<file path="config.mk">
export PLATFORM = sky130hd
export DESIGN_NAME = usb_token_tx_sched
export DESIGN_NICKNAME = d
export VERILOG_FILES = /design/src/rtl/usb_token_tx_sched.sv
export SDC_FILE = /design/constraint.sdc
export NUM_CORES = 1
export LEC_CHECK = 0
export CAP_MARGIN = 20
export CORE_MARGIN = 3
export CORE_UTILIZATION = 51
export CTS_BUF_LIST = sky130_fd_sc_hd__clkbuf_8
export DETAILED_ROUTE_END_ITERATION = 16
export HOLD_SLACK_MARGIN = 0.05
export PLACE_DENSITY = 0.79
export SLEW_MARGIN = 20
export SYNTH_ARGS = -nofsm -noshare
export SYNTH_HDL_FRONTEND = slang
export SYNTH_SLANG_ARGS = --single-unit
export TNS_END_PERCENT = 10
</file>
<file path="constraint.sdc">
create_clock -name clk -period 2.7 [get_ports clk]
set_input_delay 0.27 -clock clk [delete_from_list [all_inputs] [get_ports clk]]
set_output_delay 0.27 -clock clk [all_outputs]
set_load 0.03 [all_outputs]
</file>
<file path="src/rtl/usb_token_tx_sched.sv">
// Transmit scheduler for the USB token/handshake packet generator.
// Arbitrates token vs handshake requests and paces packets with EOP, IPG and timeout.
module usb_token_tx_sched #(
  parameter int unsigned IPG_CYCLES     = 4,
  parameter int unsigned TIMEOUT_CYCLES = 64
) (
  input  logic       clk,
  input  logic       rst,
  input  logic       sched_en,
  input  logic       tok_valid,
  output logic       tok_ready,
  input  logic [3:0] tok_pid,
  input  logic [6:0] tok_addr,
  input  logic [3:0] tok_endp,
  input  logic       hs_valid,
  output logic       hs_ready,
  input  logic [3:0] hs_pid,
  output logic [3:0] gen_pid,
  output logic [6:0] gen_addr,
  output logic [3:0] gen_endp,
  output logic       gen_valid,
  input  logic       gen_ready,
  input  logic       gen_eop,
  output logic       crc5_en,
  output logic       busy,
  output logic       err_pid,
  output logic       err_timeout
);

  typedef enum logic [1:0] {
    S_IDLE,
    S_ISSUE,
    S_WAIT,
    S_GAP
  } state_t;

  localparam logic [15:0] TO_LAST  = 16'(TIMEOUT_CYCLES - 1);
  localparam logic [7:0]  GAP_LAST = 8'(IPG_CYCLES - 1);

  state_t      r_state;
  logic        r_last_hs;
  logic [15:0] r_to_cnt;
  logic [7:0]  r_gap_cnt;
  logic [3:0]  r_pid;
  logic [6:0]  r_addr;
  logic [3:0]  r_endp;
  logic        r_gen_valid;
  logic        r_crc;
  logic        r_err_pid;
  logic        r_err_to;

  logic w_can_grant;
  logic w_pick_hs;
  logic w_take_hs;
  logic w_take_tok;
  logic w_hs_legal;
  logic w_tok_legal;

  // Readies are gated by reset so nothing transfers while held in reset.
  assign w_can_grant = rst & (r_state == S_IDLE)
                     & sched_en & gen_ready;
  assign w_pick_hs   = hs_valid & (~tok_valid | ~r_last_hs);
  assign w_take_hs   = w_can_grant & w_pick_hs;
  assign w_take_tok  = w_can_grant & tok_valid & ~w_pick_hs;

  assign tok_ready   = w_take_tok;
  assign hs_ready    = w_take_hs;

  always_comb begin
    w_hs_legal = 1'b0;
    case (hs_pid)
      4'b0010, 4'b1010, 4'b1110: w_hs_legal = 1'b1;
      default:                   w_hs_legal = 1'b0;
    endcase
  end

  always_comb begin
    w_tok_legal = 1'b0;
    case (tok_pid)
      4'b0001, 4'b1001,
      4'b1101, 4'b0101: w_tok_legal = 1'b1;
      default:          w_tok_legal = 1'b0;
    endcase
  end

  always_ff @(posedge clk or negedge rst) begin
    if (!rst) begin
      r_state     <= S_IDLE;
      r_last_hs   <= 1'b0;
      r_to_cnt    <= '0;
      r_gap_cnt   <= '0;
      r_pid       <= '0;
      r_addr      <= '0;
      r_endp      <= '0;
      r_gen_valid <= 1'b0;
      r_crc       <= 1'b0;
      r_err_pid   <= 1'b0;
      r_err_to    <= 1'b0;
    end else begin
      r_gen_valid <= 1'b0;
      r_err_pid   <= 1'b0;
      r_err_to    <= 1'b0;
      unique case (r_state)
        S_IDLE: begin
          if (w_take_hs) begin
            if (w_hs_legal) begin
              r_pid       <= hs_pid;
              r_addr      <= '0;
              r_endp      <= '0;
              r_crc       <= 1'b0;
              r_last_hs   <= 1'b1;
              r_gen_valid <= 1'b1;
              r_state     <= S_ISSUE;
            end else begin
              r_err_pid <= 1'b1;
            end
          end else if (w_take_tok) begin
            if (w_tok_legal) begin
              r_pid       <= tok_pid;
              r_addr      <= tok_addr;
              r_endp      <= tok_endp;
              r_crc       <= 1'b1;
              r_last_hs   <= 1'b0;
              r_gen_valid <= 1'b1;
              r_state     <= S_ISSUE;
            end else begin
              r_err_pid <= 1'b1;
            end
          end
        end
        S_ISSUE: begin
          r_to_cnt <= '0;
          r_state  <= S_WAIT;
        end
        S_WAIT: begin
          // EOP takes priority over a coincident timeout.
          if (gen_eop) begin
            r_crc     <= 1'b0;
            r_gap_cnt <= '0;
            r_state   <= S_GAP;
          end else if (r_to_cnt >= TO_LAST) begin
            r_err_to  <= 1'b1;
            r_crc     <= 1'b0;
            r_gap_cnt <= '0;
            r_state   <= S_GAP;
          end else if (r_to_cnt != '1) begin
            r_to_cnt <= r_to_cnt + 16'd1;
          end
        end
        S_GAP: begin
          if (r_gap_cnt >= GAP_LAST) begin
            r_state <= S_IDLE;
          end else if (r_gap_cnt != '1) begin
            r_gap_cnt <= r_gap_cnt + 8'd1;
          end
        end
        default: r_state <= S_IDLE;
      endcase
    end
  end

  assign gen_pid     = r_pid;
  assign gen_addr    = r_addr;
  assign gen_endp    = r_endp;
  assign gen_valid   = r_gen_valid;
  assign crc5_en     = r_crc;
  assign busy        = (r_state != S_IDLE);
  assign err_pid     = r_err_pid;
  assign err_timeout = r_err_to;

endmodule

</file>
### Yosys cells after proc, flatten, opt, wreduce, memory -nomap -nowiden

Index checks and enable logic that the tools add are counted.

| operators by class | value |
|---|---|
| $add $sub $neg | 2 |
| magnitude comparators | 2 |
| equal/unequal tests | 23 |
| mux-type cells | 55 |
| bitwise gates (word level) | 11 |
| reduce and logical (&&, ||, !) cells | 14 |

Operators with widths:

| cell | number |
|---|---|
| 2-to-1 mux 16 bit | 3 |
| 2-to-1 mux 4 bit | 8 |
| 2-to-1 mux 8 bit | 4 |
| case mux 16 bit (2 select lines) | 1 |
| 2-to-1 mux 7 bit | 4 |
| 2-to-1 mux 1 bit | 25 |
| adder 16 x 1 -> 16 bit (second input constant) | 1 |
| equality test 4 bit (second input constant) | 4 |
| >= comparator 16 x 6 -> 1 bit (second input constant) | 1 |
| != test 16 bit (second input constant) | 1 |
| case mux 8 bit (2 select lines) | 1 |
| 2-to-1 mux 2 bit | 7 |
| != test 2 bit (second input constant) | 6 |
| != test 3 bit (second input constant) | 4 |
| AND reduction 4 bit | 3 |
| nonzero test 2 bit | 6 |
| AND reduction 5 bit | 2 |
| adder 8 x 1 -> 8 bit (second input constant) | 1 |
| >= comparator 8 x 2 -> 1 bit (second input constant) | 1 |
| != test 8 bit (second input constant) | 1 |
| case mux 2 bit (4 select lines) | 1 |
| bitwise AND 1 bit | 7 |
| equality test 2 bit (second input constant) | 2 |
| equality test 4 x 1 -> 1 bit (second input constant) | 1 |
| 10 further kinds | 12 |

| word-level totals | value |
|---|---|
| flip-flop bits (word level) | 46 |
| output and inout port bits | 22 |
| logic and storage cells | 118 |

### Logic depth before layout (Yosys ltp)

Gate-level depths: netlist of run 1.

| logic depth | value |
|---|---|
| depth in word-level cells | 9 |
| gate-level depth with buffers | 8 |
| gate-level depth less buffers | 7 |

### Least setup slack after synthesis of run 1

Ideal clock, no wire load.

| timing path | value |
|---|---|
| kind | reg2reg |
| from | register r_state[0] |
| to | register r_state[1] |
| setup time | 0.128 ns |
| arrival time | 1.848 ns |
| slack | 0.725 ns |
| cell stages (with the launch flop) | 9 |
| buffers on the path | 1 |
| path through | dfrtp_1 > inv_1 > ha_1 > buf_6 > and4_4 > o21ai_1 > a21o_1 > a311oi_2 > mux2_1 |

| on the way | value |
|---|---|
| cells in the longest elaborated chain, start to end | 8 |

Ends and longest elaborated chain:

| what | line | source |
|---|---|---|
| from (decl) | 40 | `state_t r_state;` |
| from (signal assigned) | 88 | `r_state <= S_IDLE;` |
| from (signal assigned) | 113 | `r_state <= S_ISSUE;` |
| from (signal assigned) | 125 | `r_state <= S_ISSUE;` |
| logical NOT 2 bit | 60, 103 |  |
| bitwise AND 1 bit | 60 | `assign w_can_grant = rst & (r_state == S_IDLE)` |
| bitwise AND 1 bit (2 in a row) | 61 | `& sched_en & gen_ready;` |
| bitwise AND 1 bit (2 in a row) | 64 | `assign w_take_tok = w_can_grant & tok_valid & ~w_pick_hs;` |
| != test 3 bit (no source line) | - |  |
| AND reduction 5 bit (no source line) | - |  |

Several ways; a longest one is shown, not always the timed one.
A chain may end at the register's enable or synchronous reset.

### Worst setup path after layout of run 1

| timing path | value |
|---|---|
| from | register r_state[0] |
| to | output tok_ready |

| on the way | value |
|---|---|
| cells in the longest elaborated chain, start to end | 6 |

Ends and longest elaborated chain:

| what | line | source |
|---|---|---|
| logical NOT 2 bit | 60 |  |
| bitwise AND 1 bit | 60 |  |
| bitwise AND 1 bit (2 in a row) | 61 |  |
| bitwise AND 1 bit (2 in a row) | 64 |  |
| to (decl) | 11 | `output logic tok_ready,` |

Every way passes these cells.

==> results.yml, run 1 <==
timing:
  finalMaxSlewViolations: 0
  finalSetupTns_ns: 0
  tightest_slew_ns: 0.787
  fin_ws_ns: 0.170
  rsz0062_at_grt: "false"
  setup_viol: 0
  timing.final.hold_violations: 0
  clock_skew_ns: 0.00235
  fin_crit_sh_pct: 93.7
  relSlewSlack_pct: 47.6
  fin_crit_ns: 2.53
  fmax_ghz: 0.395
global_route:
  grt.overflow.total: 0
  antenna_found_initial: 0
  grt.total_usage_pct: 18.8
  grt_pass1_wl_mm: 7.34
  grt_max_degree: 31
  grt_pass1_vias: 1523
synth:
  yosys.area.top_type: "dfrtp_1"
  avgSynthCellArea_um2: 10.0
  yosysSeqAreaShare_pct: 54.9
  synthFlopType: "dfrtp_1"
  synth_simple_gate_area_share_pct: 23.3
  synth_top_area_share_pct: 54.9
  netlist_instances: 209
  synth.most_common_cell: "dfrtp_1"
  netlist_area_um2: 2100
  synth_xor_area_share_pct: 1.67
  async_flop_share_pct: 100
  synthMuxAreaShare_pct: 1.97
  syn_nets: 242
  synth-seq-cells: 46
  synth.distinct_cells: 37
  synth_common_cells: "dfrtp_1 (46), nand2_1 (41), o21ai_0 (17)"
  synth_area_leaders: "dfrtp_1 (55%), nand2_1 (7.3%), ha_1 (4.2%), o21ai_0 (4.1%), and2_1 (3.6%)"
  synth_edf_count: 0
  synth_top_family_by_area: "simple AND/OR/NAND/NOR gates"
  yosys.area_share.adder_pct: 4.18
  synth_compound_area_share_pct: 10.9
  synth_warnings: 0
power:
  design_power_total_w: 0.00234
  irDropWorstVdd_uv: 712
  p_leak_nw: 1.32
  powerDensity_nw_per_um2: 845
placement:
  port_buffers: 47
  post-place-ws_ns: 0.438
  place_area_um2: 2610
  gp_congestion: 0.837
  place.detailed.hpwl_mm: 3.11
layout:
  stdcell_area_um2: 2760
  nets: 294
  num_antenna_cells: 0
  area_delta_synth_final_pct: 31.9
  drive_gt1_share_pct: 7.63
flow_run:
  cap_violations: 0
die:
  chipWidth_um: 70.1
  initial_core_util_pct: 55.2
  dieHeight_um: 70.1
  core_area_um2: 3800
  dieArea_um2: 4910
  rows: 22
  pin_count: 48
clocking:
  clock_sinks: 46
  clk_path_buf_depth: 2
  htree_levels: 2
  clockRootBuffer: "clkbuf_8"
  tritoncts: "done"
  clk_pin_slew_ns: 0.08
  clk_latency_ns: 0.29
  cts-resized-gates: 0
  cts_buffers: 5
critical_path:
  worstPathRequired_ns: 2.43
  cp.arrival_ns: 2.26
  worstSetupEndpointType: "primary output"
  worstSetupStartpointType: "flip-flop"
  r2r_cells: 6
  crit_fanout: 9
  critical_path_class: "flip-flop to primary output"
drt:
  routedWlPerCell_um: 13.6
  drc: 0
  drt_first_pass_iters: 4
  vias: 1612
  ant_nets: 0
  wl_mm: 4.21
  routed_via_density: 5.20
  drtIter0Drc: 102
status:
  outcome: "finished, final reports clean"
worst_hold_path:
  hp-class: "flip-flop to flip-flop"
  hold_path_depth: 2
==> final timing paths <==
path / start / end / slack [ns]
min reg2reg: gen_pid[1] / gen_pid[1] / 0.48
max: r_state[0] / tok_ready / 0.17
min: gen_pid[1] / gen_pid[1] / 0.48
max in group asynchronous: rst / r_to_cnt[10] / 1.88
max reg2reg: r_state[0] / r_state[1] / 0.41
min in group asynchronous: rst / gen_endp[3] / 0.51
==> critical path: stages (launching register included) <==
cell	delay, ns
dfrtp_1	0.41
inv_1	0.14
ha_1	0.37
nand4_1	0.16
nor2_1	0.19
clkdlybuf4s50_1	0.70
==> area by class of cell <==
| type | count | area (um2) |
|---|---|---|
| clock inverter | 2 | 60.1 |
| multi-input combinational | 148 | 881 |
| fill | 281 | 1030 |
| sequential | 46 | 1150 |
| inverter | 9 | 33.8 |
| timing repair buffer | 51 | 495 |
| tap | 48 | 60.1 |
| clock buffer | 6 | 82.6 |
==> layer usage <==
metal  vias up  track usage, %  share of wire, %
li1        809               -                 -
met1       763            27.0                48
met2        33            27.8                46
met3         7            5.18               4.5
met4         0            5.74               1.5
met5         -               0                 0
==> repair_timing <==
action,4_1_cts,5_1_grt
hold buffers,1,0
endpoints found under the hold margin,46,0
buffers inserted,0,0
==> registers in the layout, summed over array words and instances, names as in the netlist <==
signal and flops:
r_to_cnt 16, gen_addr 7, r_state 2, err_timeout 1
err_pid 1, gen_valid 1, gen_pid 4, gen_endp 4
crc5_en 1, r_last_hs 1, r_gap_cnt 8
==> power by group <==
part	leakage (nW)	total, W	switching (W)	internal (W)
Combinational	0.615	0.000827	0.000489	0.000338
Sequential	0.629	0.000894	0.0000869	0.000807
Clock	0.0714	0.000616	0.000221	0.000394
Total	1.32	0.00234	0.000798	0.00154
==> kinds of logic (layout without fill, tap and decap cells) <==
kind of cell,Yosys count,count (layout)
simple gates,98,98
flops,46,46
compound gates,35,35
buf+inv,15,68
fa+ha+maj,7,7
xor+xnor,4,4
mux,4,4
==> metrics by stage <==
step | utilization (%) | hold WS, ns | cells
after global routing | 72.8 | 0.503 | 310
after detailed placement | 68.7 | 0.297 | 301
after floorplan | - | -0.0256 | 209
after global placement | 68.7 | 0.300 | 301
after CTS | 72.8 | 0.484 | 310
final | 72.8 | 0.482 | 310
==> placed cells by master, fill, tap and decap left out, drive strengths merged <==
master	n
dfrtp	46
clkdlybuf4s50	45
nand2	41
o21ai	18
nor2	13
and2	12
inv	9
nand3	8
ha	7
clkbuf	6
nor4	6
o21a	5
buf	5
nand2b	4
nor2b	4
nor3	4
xnor2	4
mux2i	3
nand4	2
a21o	2
bufinv	2
o22ai	2
and4	1
a21boi	1
and3	1
a31oi	1
o211ai	1
and4b	1
a31o	1
a311oi	1
mux2	1
or2	1
a21oi	1
a41oi	1
o21bai	1
dlygate4sd3	1
Note: power is estimated with default switching activity, not from simulation.
==> run 2: changes to the inputs <==
--- a/config.mk
+++ b/config.mk
@@ -9,6 +9,7 @@
 export CORE_MARGIN = 3
 export CORE_UTILIZATION = 51
 export CTS_BUF_LIST = sky130_fd_sc_hd__clkbuf_8
+export CTS_CLUSTER_DIAMETER = 60
 export DETAILED_ROUTE_END_ITERATION = 16
 export HOLD_SLACK_MARGIN = 0.05
 export PLACE_DENSITY = 0.79
@@ -16,4 +17,4 @@
 export SYNTH_ARGS = -nofsm -noshare
 export SYNTH_HDL_FRONTEND = slang
 export SYNTH_SLANG_ARGS = --single-unit
-export TNS_END_PERCENT = 10
+export TNS_END_PERCENT = 20
==> results of run 2 <==
Same layout as run 1: the final DEF is identical, and so are final timing and power.
==> run 3: changes to the inputs <==
--- a/config.mk
+++ b/config.mk
@@ -5,14 +5,13 @@
 export SDC_FILE = /design/constraint.sdc
 export NUM_CORES = 1
 export LEC_CHECK = 0
-export CAP_MARGIN = 20
 export CORE_MARGIN = 3
-export CORE_UTILIZATION = 51
-export CTS_BUF_LIST = sky130_fd_sc_hd__clkbuf_8
+export CORE_UTILIZATION = 49
+export CTS_BUF_LIST = sky130_fd_sc_hd__clkbuf_16
 export CTS_CLUSTER_DIAMETER = 60
 export DETAILED_ROUTE_END_ITERATION = 16
 export HOLD_SLACK_MARGIN = 0.05
-export PLACE_DENSITY = 0.79
+export PLACE_DENSITY = 0.76
 export SLEW_MARGIN = 20
 export SYNTH_ARGS = -nofsm -noshare
 export SYNTH_HDL_FRONTEND = slang
==> constraint.sdc (replaced) <==
create_clock -name clk -period 2.85 [get_ports clk]
set_input_delay 0.285 -clock clk [delete_from_list [all_inputs] [get_ports clk]]
set_output_delay 0.285 -clock clk [all_outputs]
set_load 0.03 [all_outputs]
==> run 3 against run 2 <==
  * Non-clock buffer count down 2
  * Flip-flop and latch count unchanged
  * Critical path depth up 1
  * Design area up 1.4%
  * Register-to-register slack better by 0.09 ns
  * Clock power up 21%
  * Clock skew up 0.0019 ns
  * Sequential power down 5.3%
  * Count of clock-buffer cells in the layout down 1
  * Combinational power down 4.6%
  * Via count up 0.31%
  * Critical path type unchanged
  * Critical endpoint is now hs_ready
==> results.yml, run 3 (synthesis results as in run 1) <==
critical_path:
  worstSetupEndpointType: "primary output"
  worstSetupStartpointType: "flip-flop"
  crit_fanout: 9
  cp.arrival_ns: 2.27
  worstPathRequired_ns: 2.57
  critical_path_class: "flip-flop to primary output"
timing:
  relSlewSlack_pct: 47.8
  setup_viol: 0
  fin_crit_ns: 2.55
  finalSetupTns_ns: 0
  rsz0062_at_grt: "false"
  timing.final.hold_violations: 0
  tightest_slew_ns: 0.783
  fmax_ghz: 0.392
  fin_ws_ns: 0.298
  fin_crit_sh_pct: 89.5
  clock_skew_ns: 0.00427
  finalMaxSlewViolations: 0
clocking:
  cts-resized-gates: 0
  clk_pin_slew_ns: 0.06
  holdBufCountCts: 0
  clk_path_buf_depth: 2
  clockRootBuffer: "clkbuf_16"
  clock_sinks: 46
  cts_buffers: 5
  tritoncts: "done"
  clk_latency_ns: 0.29
  cts_setup_buffers: 0
  htree_levels: 2
layout:
  regMostFlops: "r_to_cnt"
  nets: 292
  largest_register_ffs: 16
  area_delta_synth_final_pct: 33.7
  drive_gt1_share_pct: 6.92
  num_antenna_cells: 0
  mostFrequentLayoutCells: "dfrtp_1 (46), clkdlybuf4s50_1 (46), nand2_1 (41)"
die:
  dieArea_um2: 5100
  core_area_um2: 4060
  rows: 23
  pin_count: 48
  initial_core_util_pct: 51.6
  dieHeight_um: 71.4
  chipWidth_um: 71.4
global_route:
  grt_pass1_vias: 1748
  grt.total_usage_pct: 20.2
  grt_pass1_wl_mm: 8.05
  grt_max_degree: 47
  antenna_found_initial: 0
  grt.overflow.total: 0
power:
  p_leak_nw: 1.33
  irDropWorstVdd_uv: 426
  powerDensity_nw_per_um2: 851
  design_power_total_w: 0.00238
drt:
  routedWlPerCell_um: 14.8
  drtIter0Drc: 110
  routed_via_density: 5.22
  drc: 0
  drt_first_pass_iters: 4
  wl_mm: 4.58
  vias: 1617
  ant_nets: 0
flow_run:
  cap_violations: 0
placement:
  post-place-ws_ns: 0.581
  port_buffers: 47
  gp_congestion: 0.842
  place.detailed.hpwl_mm: 3.21
worst_hold_path:
  hp-class: "primary input to asynchronous set/reset pin"
status:
  outcome: "finished, final reports clean"
==> run 3: critical path: stages (launching register included) <==
cell	delay (ns)
dfrtp_1	0.40
inv_1	0.12
ha_1	0.36
and4_4	0.29
nand2_1	0.06
inv_1	0.06
clkdlybuf4s50_1	0.69
==> run 3: stage by stage <==
stage	util [%]	cells	hold WS [ns]	area, um2
CTS	69.1	310	0.180	2800
global route	69.1	310	0.216	2800
finish	69.1	310	0.143	2800
detailed placement	64.3	302	0.470	2610
floorplan	-	209	-0.0106	2100
global placement	64.3	302	0.462	2610
==> run 3: metal layers <==
metal / vias to the layer above / routed length (um) / track usage [%]
met4: 0 / 114 / 8.77
li1: 801 / - / -
met1: 758 / 2080 / 25.9
met5: - / 0 / 0
met3: 10 / 187 / 4.49
met2: 48 / 2200 / 32.9
==> run 3: worst paths after layout <==
check,startpoint,to,slack [ns],cells after the start
min reg2reg,gen_addr[1],gen_addr[1],0.48,2
max reg2reg,r_state[0],r_state[1],0.50,6
max,r_state[0],hs_ready,0.30,6
min,rst,gen_addr[6],0.14,2
max in group asynchronous,rst,r_state[0],2.31,2
min in group clk,gen_addr[1],gen_addr[1],0.48,2
==> run 3: final cells by class <==
cell class | instances | area, um2
fill | 305 | 1250
sequential | 46 | 1150
multi-input combinational | 148 | 881
timing repair buffer | 49 | 480
clock buffer | 5 | 125
clock inverter | 3 | 68.8
tap | 50 | 62.6
inverter | 9 | 33.8
==> run 3: report_power, final <==
part,leakage (nW),internal [W],switching [W]
sequential,0.629,0.000765,0.0000819
combinational,0.604,0.000318,0.000471
clock,0.0940,0.000504,0.000244
==> patch 1: new RTL, config.mk and constraints of run 3 <==
Re-encode `state_t` (4 states) as one-hot, 4 bits wide.
--- a/src/rtl/usb_token_tx_sched.sv
+++ b/src/rtl/usb_token_tx_sched.sv
@@ -28,9 +28,9 @@
 );
 
-  typedef enum logic [1:0] {
-    S_IDLE,
-    S_ISSUE,
-    S_WAIT,
-    S_GAP
+  typedef enum logic [3:0] {
+    S_IDLE  = 4'b0001,
+    S_ISSUE = 4'b0010,
+    S_WAIT  = 4'b0100,
+    S_GAP   = 4'b1000
   } state_t;
 
Check against the original RTL: same outputs for any inputs over 10 cycles, from zero or initial values and one cycle with rst low; not proved beyond that.
==> patch 1 against run 3 <==
- first-iteration DRC count is 35% lower
- synthesized area is 4.8% lower
- routed wire length is 7.0% lower
- cell area is 3.6% lower
- fmax is 3.1% lower
- sequential cell count is 2 higher
- setup slack worse by 81 ps
- total power is 14% lower
- critical endpoint is now tok_ready
- hold slack worse by 10 ps
- critical path type unchanged
- critical path depth is 2 lower
- cell count is 12% lower
- via count is 7.8% lower
==> patch 1: results (changes against run 3) <==
Reg-to-Reg End gen_addr[2]; GPL Wtd Cong 0.741 (-12%); CP endpoint tok_ready; gr usage total 0.188 (-0.0138); Worst-Skew Late Latency 280 ps; P_leak 0.00126 uW (-5.4%); port bufs 47 (unchanged); Worst R2R Setup Slack 620 ps (+120 ps); post-synthesis async set-or-reset flop share 1.00 (unchanged); post-route ant nets 0 (unchanged); DR vias/cell 5.44 (+4.3%); max FFs per register 16 (unchanged); mean routed wirelength per cell 15.5 um (+5.2%); first-pass GRT wire length 7.25 mm (-9.9%); H-tree depth 2 (unchanged); DRT iter0 DRCs 72 (-35%); Final HPWL DP 3.04 mm (-5.3%); initial antenna violation count 0 (unchanged); most frequent cells after synthesis dfrtp_1 (47), a22o_1 (11), nor2_1 (11); clock skew 3.61 ps (-0.658 ps); Finished Layout Cells 274 (-12%); worst vdd ir 0.000517 V (+21%); Fmax achieved 380 MHz (-3.1%); filler cell count in the final layout 257 (-16%); placed cells 266 (-12%); number of global-route vias before repair 1553 (-11%); Worst Tran Pin Value 618 ps (-165 ps); Synth Net Count 199 (-18%); CTS clk-pin slew, worst paths 60 ps (about the same); crit path from r_state[0]; status finished, final reports clean; sequential area share after synthesis 0.603 (+0.0533); maximum buffer depth of the clock tree 2 (unchanged); Reg with most FFs r_to_cnt; synth unique cells 43 (+16%); DR pass1 iterations 4 (unchanged); CTS root buf clkbuf_16; CTS buffer count 5 (unchanged); n_diodes 0 (unchanged); R2R cell count 5 (-1); type of the tightest min-delay check input pin to asynchronous set/reset pin; Post-Syn Instances 171 (-18%); Synth area leaders dfrtp_1 (59%), a22o_1 (4.8%), nor2b_1 (2.8%), o21ai_0 (2.5%), nor2_1 (2.1%); Final #Nets 253 (-13%); largest net degree at the start of global routing 49 (+4.3%); share of cells above drive strength 1 0.106 (+0.0370); crit path max fanout 5 (-4); Yosys warnings 0 (unchanged)
## patch 1: changes by cell type after synthesis, sizes merged, moves of 4 or more
cell and delta:
a21oi +8, a22o +11, and2 -6, ha -5, nand2 -34, nor2b +5
nor4b +4, o21a -5, o21ai -8, or3 +4
## patch 1: worst min path at each step
stage	from	to	slack [ps]	cells past startpoint
floorplan	rst	crc5_en	-10	0
detailed placement	rst	r_to_cnt[1]	460	2
global route	rst	r_gap_cnt[0]	180	2
global placement	rst	err_timeout	460	2
CTS	rst	r_to_cnt[0]	150	2
finish	rst	r_to_cnt[1]	130	2
## patch 1: worst max-delay path, stage by stage (launching register included)
cell	delay, ps
dfstp_2	590
nor4b_2	310
nand4_1	300
nor2_1	180
clkdlybuf4s50_1	680
## patch 1: power by group
part / total, uW / internal [uW] / switching (uW)
Combinational: 538 / 244 / 294
Clock: 667 / 417 / 250
Sequential: 849 / 780 / 68.9
Total: 2050 / 1440 / 613
## patch 1: stage by stage
step	total power, uW	instance area [sq um]	worst slack (ps)
after global routing	2140	2700	64.2
after CTS	2070	2700	59.0
final	2050	2700	217
after floorplan	1140	2000	933
after global placement	1390	2530	421
after detailed placement	1400	2530	393
## patch 1: routing by layer
layer | track usage | wire, um | vias up | part of all wire
met4 | 0.0574 | 24 | 0 | 0.0056
li1 | - | - | 721 | -
met3 | 0.0667 | 274 | 2 | 0.064
met5 | 0 | 0 | - | 0
met2 | 0.307 | 2120 | 40 | 0.50
met1 | 0.233 | 1840 | 728 | 0.43
## patch 1: final cells by class
type                    count  area [sq um]  area share
inverters                  10          37.5      0.0139
flip-flops and latches     48          1200       0.445
multi-input cells         109           732       0.271
repair buffers             51           498       0.184
well taps                  48          60.1      0.0222
clock buffers               5           125      0.0463
clock inverters             3          46.3      0.0171
## patch 1: logic make-up (layout without fill, tap and decap cells)
kind of cell	Yosys count	count (layout)	synth area share
multiplexers	2	2	0.0100
XOR/XNOR	1	1	0.00439
adder cells (fa/ha/maj)	2	2	0.0125
flip-flops	48	48	0.603
AND/OR/NAND/NOR	65	65	0.205
AO/OA/AOI/OAI	39	39	0.135
buffers and inverters	14	69	0.0307
## patch 1: repair_timing
item                       in CTS  in global routing
setup endpoints to repair       0                  1
resized for setup               0                  1
setup buffers                   0                  0
==> patch 2: new RTL, flow settings as in run 3 <==
Without the edit above. The parameter `TIMEOUT_CYCLES` goes from 64 to 48.
--- a/src/rtl/usb_token_tx_sched.sv
+++ b/src/rtl/usb_token_tx_sched.sv
@@ -3,5 +3,5 @@
 module usb_token_tx_sched #(
   parameter int unsigned IPG_CYCLES     = 4,
-  parameter int unsigned TIMEOUT_CYCLES = 64
+  parameter int unsigned TIMEOUT_CYCLES = 48
 ) (
   input  logic       clk,
Check against the original RTL: no difference found for any inputs over 10 cycles, from zero or initial values and one cycle with rst low; that may be too few to reach the edited logic, so the function may still have changed.
==> patch 2 against run 3 <==
- sequential cell count unchanged
- setup slack better by 110 ps
- cell area up 0.54%
- routed wire length down 11%
- critical path depth down 1
- synthesized area up 2.0%
- sequential share of layout area down 0.22 points
- total power down 4.6%
==> patch 2: results (changes against run 3) <==
status finished, final reports clean; Worst R2R Setup Slack 840 ps (+340 ps); worst vdd ir 0.000518 V (+22%); DR vias/cell 5.17 (-0.92%); seq pwr 837 uW (-1%); sequential area share after synthesis 0.539 (-0.0106); fraction of area in multi-input gates 0.327 (+0.0130); Synth Net Count 235 (-2.9%); Vias 1566 (-3.2%); CTS clk-pin slew, worst paths 60 ps (about the same); Worst Hold Slack 164 ps (+20.5 ps); synthesized area per cell 10.6 sq um (+5.5%); area of the multi-input gates 922 sq um (+4.7%); filler cell count in the final layout 344 (+13%); most frequent cells after synthesis dfrtp_1 (46), nand2_1 (27), nor2_1 (18); Synth Area in Compound Gates 0.126 (+0.0178); post-synthesis mux area share 0.0217 (+0.00196); share of cells above drive strength 1 0.103 (+0.0335); count of multi-input gates 140 (-5.4%); Clock-cell share 0.0591 (-0.0101); Synth area leaders dfrtp_1 (54%), nand2_1 (4.7%), ha_1 (4.1%), o21ai_0 (4.0%), and2_1 (3.2%); first-pass GRT wire length 7.00 mm (-13%); P_leak 0.00134 uW (+1.2%); DRT iter0 DRCs 81 (-26%); FF+latch count 46 (unchanged); Final #Nets 285 (-2.4%); Non-CTS inverters 10 (+1); share of the synthesized area in the top cell type 0.539 (-0.0106); Routed Wire Length 4.09 mm (-11%); sequential power share 0.368 (+0.013); Final non-clock buffer share 0.170 (-0.00180); Logic power comb 799 uW (+1%); GPL Wtd Cong 0.771 (-8.3%); dpl cell area 2650 sq um (+1.6%); R2R cell count 5 (-1); worst slack at placement 712 ps (+131 ps); Worst Tran Pin Value 628 ps (-155 ps); synth unique cells 43 (+16%); area share of fa/ha/maj cells after synthesis 0.0410 (-0.000807); Final period util 0.856 (-0.0396); crit path max fanout 5 (-4); Synth Area in XOR/XNOR 0.0123 (-0.00442); placed cells 295 (-2.3%); net switching power 763 uW (-4.2%)
-- patch 2: worst register-to-register path, cell delays in order (launching register included) --
cell and delay (ps):
dfrtp_1 400, ha_1 260, nor4b_1 380, a21oi_1 190
nor3_1 520, nor2_1 120
-- patch 2: routing by layer --
metal	vias to the layer above	GRT usage	share of wire
met5	-	0	0
met4	0	0.0689	0.012
met3	5	0.0305	0.036
met2	31	0.274	0.49
met1	740	0.236	0.47
li1	790	-	-
-- patch 2: kinds of logic after synthesis --
kind of cell,after synthesis
AO/OA/AOI/OAI,41
XOR/XNOR,3
adder cells (fa/ha/maj),7
buffers and inverters,16
flip-flops,46
multiplexers,4
AND/OR/NAND/NOR,85
-- patch 2: path summary, 6_finish.rpt --
path | from | end
max | r_state[0] | tok_ready
max in group asynchronous | rst | r_to_cnt[2]
min | rst | r_to_cnt[14]
max reg2reg | r_gap_cnt[0] | r_gap_cnt[7]
min reg2reg | gen_addr[1] | gen_addr[1]
min in group clk | rst | err_pid
